## config.mk

```make
export PLATFORM = sky130hd
export DESIGN_NAME = rvc_asap_imem_loader
export DESIGN_NICKNAME = d
export VERILOG_FILES = /design/src/rtl/rvc_asap_pkg.sv /design/src/rtl/rvc_asap_byte_packer.sv /design/src/rtl/rvc_asap_imem_loader.sv
export SDC_FILE = /design/constraint.sdc
export NUM_CORES = 1
export LEC_CHECK = 0
export BUFFER_PORTS_ARGS = -buffer_cell sky130_fd_sc_hd__buf_2
export CORE_MARGIN = 10
export CORE_UTILIZATION = 25
export CTS_BUF_LIST = sky130_fd_sc_hd__clkbuf_8
export DETAILED_ROUTE_END_ITERATION = 16
export HOLD_SLACK_MARGIN = 0.1
export MAX_ROUTING_LAYER = met4
export PLACE_DENSITY_LB_ADDON = 0.15
export SLEW_MARGIN = 20
export SYNTH_ARGS = -nofsm -noshare
export SYNTH_HDL_FRONTEND = slang
export SYNTH_SLANG_ARGS = --single-unit
```

## constraint.sdc

```tcl
create_clock -name Clock -period 4.7 [get_ports Clock]
set_input_delay 0.47 -clock Clock [delete_from_list [all_inputs] [get_ports Clock]]
set_output_delay 0.47 -clock Clock [all_outputs]
set_load 0.005 [all_outputs]
```

## src/rtl/rvc_asap_pkg.sv

```systemverilog
// Shared types and constants for the rvc_asap core and its I_MEM boot loader.
// This file also defines the common flop macros RVC_RST_MSFF and RVC_EN_MSFF.

`ifndef RVC_MSFF_MACROS
`define RVC_MSFF_MACROS
`define RVC_RST_MSFF(q, i, clk, rst, rst_val) \
  always_ff @(posedge clk or posedge rst) begin \
    if (rst) q <= rst_val; \
    else     q <= i; \
  end
`define RVC_EN_MSFF(q, i, clk, en) \
  always_ff @(posedge clk) begin \
    if (en) q <= i; \
  end
`endif

package rvc_asap_pkg;

  localparam int unsigned I_MEM_MSB  = 'hFFF;
  localparam int unsigned I_MEM_SIZE = I_MEM_MSB + 1;

  typedef enum logic [2:0] {
    S_LEN  = 3'd0,
    S_DATA = 3'd1,
    S_CSUM = 3'd2,
    S_DONE = 3'd3,
    S_ERR  = 3'd4
  } t_loader_state;

  typedef enum logic [1:0] {
    ERR_NONE = 2'b00,
    ERR_LEN  = 2'b01,
    ERR_CSUM = 2'b10
  } t_loader_err;

endpackage

```

## src/rtl/rvc_asap_byte_packer.sv

```systemverilog
// 8->32 little-endian packer: the first byte of each group lands in Word[7:0].
// WordValid pulses combinationally together with the 4th byte of each group.

module rvc_asap_byte_packer (
  input  logic        Clock,
  input  logic        Rst,
  input  logic        Clr,
  input  logic        InValid,
  input  logic [7:0]  InData,
  output logic        WordValid,
  output logic [31:0] Word
);

  logic [1:0]  idx_q, idx_d;
  logic [23:0] sh_q, sh_d;

  // Byte position within the current word; restarts on Clr.
  always_comb begin
    idx_d = idx_q;
    if (Clr)          idx_d = 2'd0;
    else if (InValid) idx_d = idx_q + 2'd1;
  end

  // Holds the three low bytes of the current word.
  assign sh_d = {InData, sh_q[23:8]};

  // Byte position flop.
  `RVC_RST_MSFF(idx_q, idx_d, Clock, Rst, 2'd0)
  // Shift register needs no reset: three fresh bytes always precede every use.
  `RVC_EN_MSFF(sh_q, sh_d, Clock, InValid)

  assign WordValid = InValid && (idx_q == 2'd3) && !Clr;
  assign Word      = {InData, sh_q};

endmodule

```

## src/rtl/rvc_asap_imem_loader.sv

```systemverilog
// I_MEM boot loader: length-prefixed byte stream -> 32-bit I_MEM writes, holds the core
// in reset until the image is in place.
// Optional feature macro: RVC_LOADER_CHECKSUM_EN adds a trailing 8-bit checksum byte.

module rvc_asap_imem_loader
  import rvc_asap_pkg::*;
(
  input  logic        Clock,
  input  logic        Rst,
  input  logic        RxValid,
  input  logic [7:0]  RxData,
  output logic        RxReady,
  input  logic        LoadReq,
  output logic        IMemWrEn,
  output logic [31:0] IMemWrAddr,
  output logic [31:0] IMemWrData,
  output logic        CoreRst,
  output logic        LoadDone,
  output logic [1:0]  LoadErr
);

`ifdef RVC_LOADER_CHECKSUM_EN
  localparam t_loader_state S_AFTER_DATA = S_CSUM;
`else
  localparam t_loader_state S_AFTER_DATA = S_DONE;
`endif

  t_loader_state state_q, state_d;
  t_loader_err   err_q, err_d;
  logic [31:0]   len_q, len_d;
  logic [31:0]   cnt_q, cnt_d;
  logic [31:0]   len_full;
  logic          rx_fire, restart, done_d;
  logic          pack_valid;
  logic [31:0]   pack_word;
  logic          wr_en_d;
  logic [31:0]   wr_addr_d, wr_data_d;
`ifdef RVC_LOADER_CHECKSUM_EN
  logic [7:0]    sum_q, sum_d, csum_total;
`endif

  assign RxReady  = !Rst && (state_q == S_LEN || state_q == S_DATA || state_q == S_CSUM);
  assign rx_fire  = RxValid && RxReady;
  assign restart  = LoadReq && (state_q == S_DONE || state_q == S_ERR);
  assign len_full = {RxData, len_q[31:8]};
`ifdef RVC_LOADER_CHECKSUM_EN
  assign csum_total = sum_q + RxData;
`endif

  rvc_asap_byte_packer u_packer (
    .Clock     (Clock),
    .Rst       (Rst),
    .Clr       (restart),
    .InValid   (rx_fire && state_q == S_DATA),
    .InData    (RxData),
    .WordValid (pack_valid),
    .Word      (pack_word)
  );

  // Frame FSM: length capture, payload counting, checksum check and restart.
  always_comb begin
    state_d = state_q;
    err_d   = err_q;
    len_d   = len_q;
    cnt_d   = cnt_q;
`ifdef RVC_LOADER_CHECKSUM_EN
    sum_d   = sum_q;
`endif
    case (state_q)
      S_LEN: begin
        if (rx_fire) begin
          len_d = len_full;
          cnt_d = cnt_q + 32'd1;
          if (cnt_q == 32'd3) begin
            cnt_d = 32'd0;
            if (len_full[1:0] != 2'b00 || len_full > 32'(I_MEM_SIZE)) begin
              state_d = S_ERR;
              err_d   = ERR_LEN;
            end else if (len_full == 32'd0) begin
              state_d = S_AFTER_DATA;
            end else begin
              state_d = S_DATA;
            end
          end
        end
      end
      S_DATA: begin
        if (rx_fire) begin
          cnt_d = cnt_q + 32'd1;
`ifdef RVC_LOADER_CHECKSUM_EN
          sum_d = sum_q + RxData;
`endif
          if (cnt_q == len_q - 32'd1) state_d = S_AFTER_DATA;
        end
      end
`ifdef RVC_LOADER_CHECKSUM_EN
      S_CSUM: begin
        if (rx_fire) begin
          if (csum_total == 8'd0) begin
            state_d = S_DONE;
          end else begin
            state_d = S_ERR;
            err_d   = ERR_CSUM;
          end
        end
      end
`endif
      S_DONE, S_ERR: begin
        if (restart) begin
          state_d = S_LEN;
          err_d   = ERR_NONE;
          len_d   = 32'd0;
          cnt_d   = 32'd0;
`ifdef RVC_LOADER_CHECKSUM_EN
          sum_d   = 8'd0;
`endif
        end
      end
      default: state_d = S_LEN;
    endcase
  end

  // Write port next-state: strobe one cycle after the 4th byte; addr is the word's base.
  always_comb begin
    wr_en_d   = pack_valid;
    wr_addr_d = pack_valid ? {cnt_q[31:2], 2'b00} : IMemWrAddr;
    wr_data_d = pack_valid ? pack_word : IMemWrData;
  end

  // Release only from a settled S_DONE so the final write always lands first.
  assign done_d = (state_q == S_DONE) && !LoadReq;

  // FSM state and error code.
  `RVC_RST_MSFF(state_q, state_d, Clock, Rst, S_LEN)
  // Error code register.
  `RVC_RST_MSFF(err_q, err_d, Clock, Rst, ERR_NONE)
  // Length shift register.
  `RVC_RST_MSFF(len_q, len_d, Clock, Rst, 32'd0)
  // Byte counter (length bytes, then payload bytes).
  `RVC_RST_MSFF(cnt_q, cnt_d, Clock, Rst, 32'd0)
`ifdef RVC_LOADER_CHECKSUM_EN
  // Running payload sum.
  `RVC_RST_MSFF(sum_q, sum_d, Clock, Rst, 8'd0)
`endif
  // I_MEM write strobe.
  `RVC_RST_MSFF(IMemWrEn, wr_en_d, Clock, Rst, 1'b0)
  // I_MEM write address.
  `RVC_RST_MSFF(IMemWrAddr, wr_addr_d, Clock, Rst, 32'd0)
  // I_MEM write data.
  `RVC_RST_MSFF(IMemWrData, wr_data_d, Clock, Rst, 32'd0)
  // Core reset, released once the load is complete.
  `RVC_RST_MSFF(CoreRst, !done_d, Clock, Rst, 1'b1)
  // Load-done level.
  `RVC_RST_MSFF(LoadDone, done_d, Clock, Rst, 1'b0)

  assign LoadErr = err_q;

endmodule

```

==> impl_metrics.tcl, run 1 <==
set metrics [dict create \
    ys_warn_count 0 \
    fin_util 0.294 \
    cts_tree "done" \
    ys_top_cells_by_area "dfrtp_1, edfxtp_1, mux2_2" \
    clock_path_buffers 2 \
    synth_flop_cell "dfrtp_1" \
    grt_use_met3 0.0253 \
    cts_sinks 159 \
    dieArea_um2 37800 \
    place_area_um2 8370 \
    r2r_end "cnt_q[24]" \
    ys_seq_area_frac 0.538 \
    pwr-share-seq 0.510 \
    cts_made_buffers 17 \
    wirelength_um 20900 \
    cp.arrival_ns 3.22 \
    final-hold-violation-count 0 \
    ff2ff_path_depth 7 \
    wl_per_cell_um 17.8 \
    maxCapViolations 0 \
    fin_setup_tns_ns 0 \
    cpMostUsedCell "nor2_1" \
    hpwl_um 14400 \
    clock_latency_ns 0.48 \
    path_clk_slew_ns 0.11 \
    grt_pass1_wl_um 33700 \
    ys_ff_latch 159 \
    cts_root_buf "clkbuf_8" \
    slowest_delay_ns 0.54 \
    power_frac_clock 0.335 \
    gp_congestion 0.822 \
    synth_edf_count 24 \
    p_switching_w 0.00109 \
    grt_start_max_net_pins 71 \
    fin_crit_sh 0.609 \
    power_frac_comb 0.155 \
    grtUsageTotal 0.114 \
    vias_per_cell 4.63 \
    hp-class "in2reg" \
    worstPathCellList "or3b_1, a21oi_1, o2111ai_1, nor2_1, and4_1, xnor2_1, nor2_1" \
    status "finished clean" \
    cpMaxStageDelayCell "dfrtp_1" \
    syn_inst 712 \
    cts_resized 0 \
    fin_nets 783 \
    die_w_um 195 \
    use_met2 0.164 \
    worstMarginPinSlew_ns 0.950 \
    setup_viol 0 \
    drc_errors 0 \
    num_rows 63 \
    antenna_found_initial 0 \
    synth_cell_types 64 \
    power.density_nw_per_um2 361 \
    p_int_w 0.00208 \
    fmax_mhz 349 \
    reg2reg_slack_ns 1.84 \
    critPathMaxFanout 13 \
    synth_area_leader_cell "dfrtp_1" \
    fin_skew_ns 0.0248 \
    io_pins 82 \
    cp-start-kind "flip-flop" \
    drtIter0Drc 260 \
    via_count 5420 \
    grt_pass1_vias 5630 \
    initial_core_util 0.255 \
    syn_to_final_growth_pct 15.4 \
    top_usage_layer "met2" \
    cts_hold_buf 0 \
    rsz0062_at_grt "false" \
    swShare 0.343 \
    crit_buf_inv 0 \
    min_period_ns 2.86 \
    avgSynthCellArea_um2 10.7 \
    synth_top_area_share 0.440 \
    drive_gt1_frac 0.252 \
    critical_path_required_ns 5.06 \
    cts_setup_buffers 0 \
    hold_depth 1 \
    nFillCells 3163 \
    die_h_um 195 \
    ant_nets 0 \
    worst_hold_startpoint "RxData[6]" \
    ir_drop_mv 0.176 \
    stdcell_area_um2 8790 \
    drt-pass1-iter-count 4 \
    cp_top_family "simple AND/OR/NAND/NOR gates" \
    gr-total-overflow 0 \
    async_reset_ff_frac 0.849 \
    synth_area_um2 7620 \
    htreeDepth 4 \
    slew-limit-headroom 0.367 \
    use_met1 0.156 \
    p_leak_nw 4.06 \
    min_to "u_packer.sh_q[22]" \
    rr_startpoint "state_q[2]" \
    worst_setup_path_end_kind "flip-flop" \
    diodes 0 \
    port_buffers 78 \
    setup.worst_path.class "reg2reg" \
    maxSlewViolCount 0 \
    core_um2 29900 \
]
[registers in the layout (all words and copies together) (netlist names), 2 cells and up]
| signal | cells |
|---|---|
| IMemWrAddr | 30 |
| cnt_q | 32 |
| u_packer.sh_q | 24 |
| IMemWrData | 32 |
| state_q | 3 |
| len_q | 32 |
| u_packer.idx_q | 2 |
[Yosys cell counts (all sizes together), types with 6 or more instances]
| cell | count |
|---|---|
| inv | 12 |
| nor4 | 24 |
| buf | 12 |
| nand2 | 91 |
| clkbuf | 37 |
| edfxtp | 24 |
| nand3 | 49 |
| o21ai | 15 |
| nor2 | 57 |
| nor3 | 14 |
| xor2 | 21 |
| a21oi | 15 |
| mux2 | 59 |
| or3 | 6 |
| nand4 | 18 |
| and3 | 7 |
| xnor2 | 48 |
| dfrtp | 134 |
[stage by stage]
step | total power [W] | hold slack (ns) | worst slack, ns | std cells
floorplan | 0.00199 | 0.422 | 0.252 | 714
global placement | 0.00214 | 0.433 | 1.80 | 1139
detailed placement | 0.00214 | 0.430 | 1.82 | 1139
CTS | 0.00324 | 0.200 | 1.79 | 1171
global route | 0.00336 | 0.210 | 1.58 | 1171
finish | 0.00317 | 0.236 | 1.84 | 1171
[worst max path at each step]
stage | start | to | slack (ns) | cells past startpoint
after floorplan | Rst | IMemWrAddr[11] | 0.25 | 7
after global placement | len_q[8] | state_q[1] | 1.80 | 7
after detailed placement | len_q[8] | state_q[1] | 1.82 | 7
after CTS | len_q[8] | state_q[1] | 1.79 | 7
after global routing | len_q[8] | state_q[1] | 1.58 | 7
final | state_q[2] | cnt_q[24] | 1.84 | 7
[cell families after synthesis]
| group | synth area share |
|---|---|
| multiplexers | 0.0912 |
| AND/OR/NAND/NOR | 0.198 |
| flip-flops | 0.538 |
| other | 0.000492 |
| buffers and inverters | 0.0348 |
| adder cells (fa/ha/maj) | 0.00493 |
| XOR/XNOR | 0.0793 |
| AO/OA/AOI/OAI | 0.0524 |
[power by group through the flow]
stage	registers, W	clock network, W	logic, W
detailed placement	0.00164	0	0.000498
CTS	0.00162	0.00112	0.000499
global route	0.00163	0.00117	0.000559
finish	0.00162	0.00106	0.000492
floorplan	0.00156	0	0.000433
global placement	0.00165	0	0.000495
[layer usage]
| layer | up-vias | share of wire |
|---|---|---|
| li1 | 2598 | - |
| met1 | 2690 | 0.51 |
| met2 | 107 | 0.43 |
| met4 | 0 | 0.016 |
| met3 | 25 | 0.040 |
| met5 | - | 0 |
[final cells by class]
class / count / area [µm²] / area share
sequential: 159 / 4100 / 0.466
inverter: 12 / 48.8 / 0.00555
timing repair buffer: 84 / 435 / 0.0495
tap: 390 / 488 / 0.0555
clock inverter: 15 / 184 / 0.0209
clock buffer: 17 / 234 / 0.0266
multi-input combinational: 494 / 3300 / 0.375
[cells in the final DEF (no fill, tap or decap), drive strengths merged, types with 7 or more instances in the layout]
cell type	n
dfrtp	134
nand2	91
buf	84
mux2	59
nor2	57
nand3	49
xnor2	48
edfxtp	24
nor4	24
xor2	21
nand4	18
inv	18
clkbuf	17
a21oi	15
o21ai	15
nor3	14
clkinv	8
and3	7
Note: power is estimated with default switching activity, not from simulation.
==> run 2, diff against run 1 <==
clock period = 2.7 ns   (was 4.7 ns; I/O delays follow)
==> run 2 against run 1 <==
Effect of this change:
- combinational power grew 110%
- setup slack got worse by 1.6 ns
- die area is the same
- wire length rose by 8.6%
- fmax is 16% higher
- hold slack better by 0.19 ns
- clock-buffer cell count unchanged
- sequential power rose by 72%
- critical path type unchanged
- critical endpoint is now state_q[1]
- largest cell class unchanged
==> impl_metrics.tcl, run 2 (synthesis gave the netlist of run 1 again) <==
set metrics [dict create \
    status "finished clean" \
    num_rows 63 \
    hp-class "in2reg" \
    p_leak_nw 4.37 \
    syn_to_final_growth_pct 22.2 \
    slew-limit-headroom 0.417 \
    ant_nets 0 \
    routed-wl-met2_um 10500 \
    wirelength_um 22700 \
    initial_core_util 0.255 \
    io_pins 82 \
    power_frac_clock 0.339 \
    layout_common_cells "dfrtp_1, nand2_1, buf_2" \
    final_common_cell "dfrtp_1" \
    grtUsageTotal 0.123 \
    vias_per_cell 4.61 \
    slowest_delay_ns 0.48 \
    dieArea_um2 37800 \
    fin_crit_sh 0.910 \
    drt-pass1-iter-count 5 \
    regArea_um2 4100 \
    worstPathCellList "inv_1, ha_1, nor3b_2, nand4_1, or4_1, a2111o_1, nand2_1, o21ai_1, o21ai_1" \
    cts_tree "done" \
    cpMaxStageDelayCell "or4_1" \
    clock_latency_ns 0.47 \
    htreeDepth 4 \
    dr_wl_met3_um 859 \
    pwr-share-seq 0.484 \
    nFillCells 3138 \
    via_count 5651 \
    core_um2 29900 \
    clock_path_buffers 2 \
    worst_setup_path_end_kind "flip-flop" \
    die_h_um 195 \
    maxCapViolations 0 \
    reg2reg_slack_ns 0.24 \
    antenna_found_initial 0 \
    fin_skew_ns 0.0180 \
    drive_gt1_frac 0.294 \
    die_w_um 195 \
    cts_sinks 159 \
    setup_viol 0 \
    cts_made_buffers 17 \
    path_clk_slew_ns 0.10 \
    worstMarginPinSlew_ns 0.875 \
    swShare 0.317 \
    port_buffers 78 \
    stdcell_area_um2 9310 \
    grt_pass1_vias 5803 \
    wl_per_cell_um 18.5 \
    rsz0062_at_grt "false" \
    critPathMaxFanout 4 \
    critical_path_required_ns 3.10 \
    grt_start_max_net_pins 136 \
    multi_input_area_um2 3310 \
    power_w 0.00576 \
    gr-total-overflow 0 \
    gp_congestion 0.872 \
    p_int_w 0.00394 \
    min_period_ns 2.46 \
    diodes 0 \
    highest_layer "met4" \
    hpwl_um 16300 \
    fin_util 0.312 \
    final-hold-violation-count 0 \
    maxSlewViolCount 0 \
    grt_pass1_wl_um 35500 \
    fmax_mhz 407 \
    drc_errors 0 \
    drtIter0Drc 237 \
    power_frac_comb 0.177 \
    cpMostUsedCell "o21ai_1" \
    worst_hold_slack_ns 0.430 \
    cts_setup_buffers 0 \
    cp-start-kind "flip-flop" \
    fin_nets 839 \
    place_area_um2 8770 \
    fin_setup_tns_ns 0 \
    p_switching_w 0.00182 \
    ir_drop_mv 0.301 \
    met1_length_um 11100 \
    cts_root_buf "clkbuf_8" \
    setup.worst_path.class "reg2reg" \
    cp.arrival_ns 2.85 \
    power.density_nw_per_um2 619 \
]
[run 2: cell types whose count changed in the layout (fill, tap and decap cells not counted), moves of 3 or more]
cell and change:
buf_12 +4, buf_4 +42, bufinv_16 +3, clkinv_8 -5
dlygate4sd3_1 +10, inv_6 +4, mux2_2 -3, mux2_4 +3
o21ai_0 -3, o21ai_1 +3
[run 2: layout make-up]
type	count	area share
flip-flops and latches	159	0.441
multi-input cells	494	0.356
repair buffers	140	0.100
well taps	390	0.0524
clock buffers	17	0.0251
clock inverters	15	0.0208
inverters	12	0.00524
[run 2: worst paths after layout]
check | startpoint | end | cells past startpoint
max in group asynchronous | Rst | len_q[22] | 4
worst min-delay path | RxValid | state_q[0] | 6
min in group asynchronous | Rst | LoadDone | 4
worst max register to register | len_q[0] | state_q[1] | 9
worst min register to register | u_packer.sh_q[22] | u_packer.sh_q[14] | 0
worst max-delay path | len_q[0] | state_q[1] | 9
[run 2: through the flow]
stage	instances	setup slack [ns]
finish	1227	0.242
global route	1227	0.0723
CTS	1227	0.115
detailed placement	1185	0.141
global placement	1185	0.106
floorplan	714	-1.07
[run 2: timing repair]
action	CTS	global route
hold buffers	10	0
gates resized for setup	0	2
hold endpoints to repair	112	0
setup endpoints to repair	0	1
[run 2: power groups by stage]
stage               combinational [W]  sequential [W]  clock, W
floorplan                    0.000756         0.00271         0
global placement             0.000998         0.00284         0
detailed placement           0.000999         0.00284         0
CTS                           0.00102         0.00279   0.00205
global route                  0.00113         0.00281   0.00215
finish                        0.00102         0.00279   0.00195
[run 2: worst max-delay path: cells and delay by family, from the launching register on]
family / cells / cell delay [ns]
adder cells (fa/ha/maj): 1 / 0.20
AO/OA/AOI/OAI: 3 / 0.63
flip-flops: 1 / 0.45
buffers and inverters: 1 / 0.10
AND/OR/NAND/NOR: 4 / 1.00
[run 2: layer usage]
metal,vias to the layer above,global-route usage
met3,14,0.0251
met4,0,0.0327
met1,2802,0.164
met5,-,-
li1,2719,-
met2,116,0.185
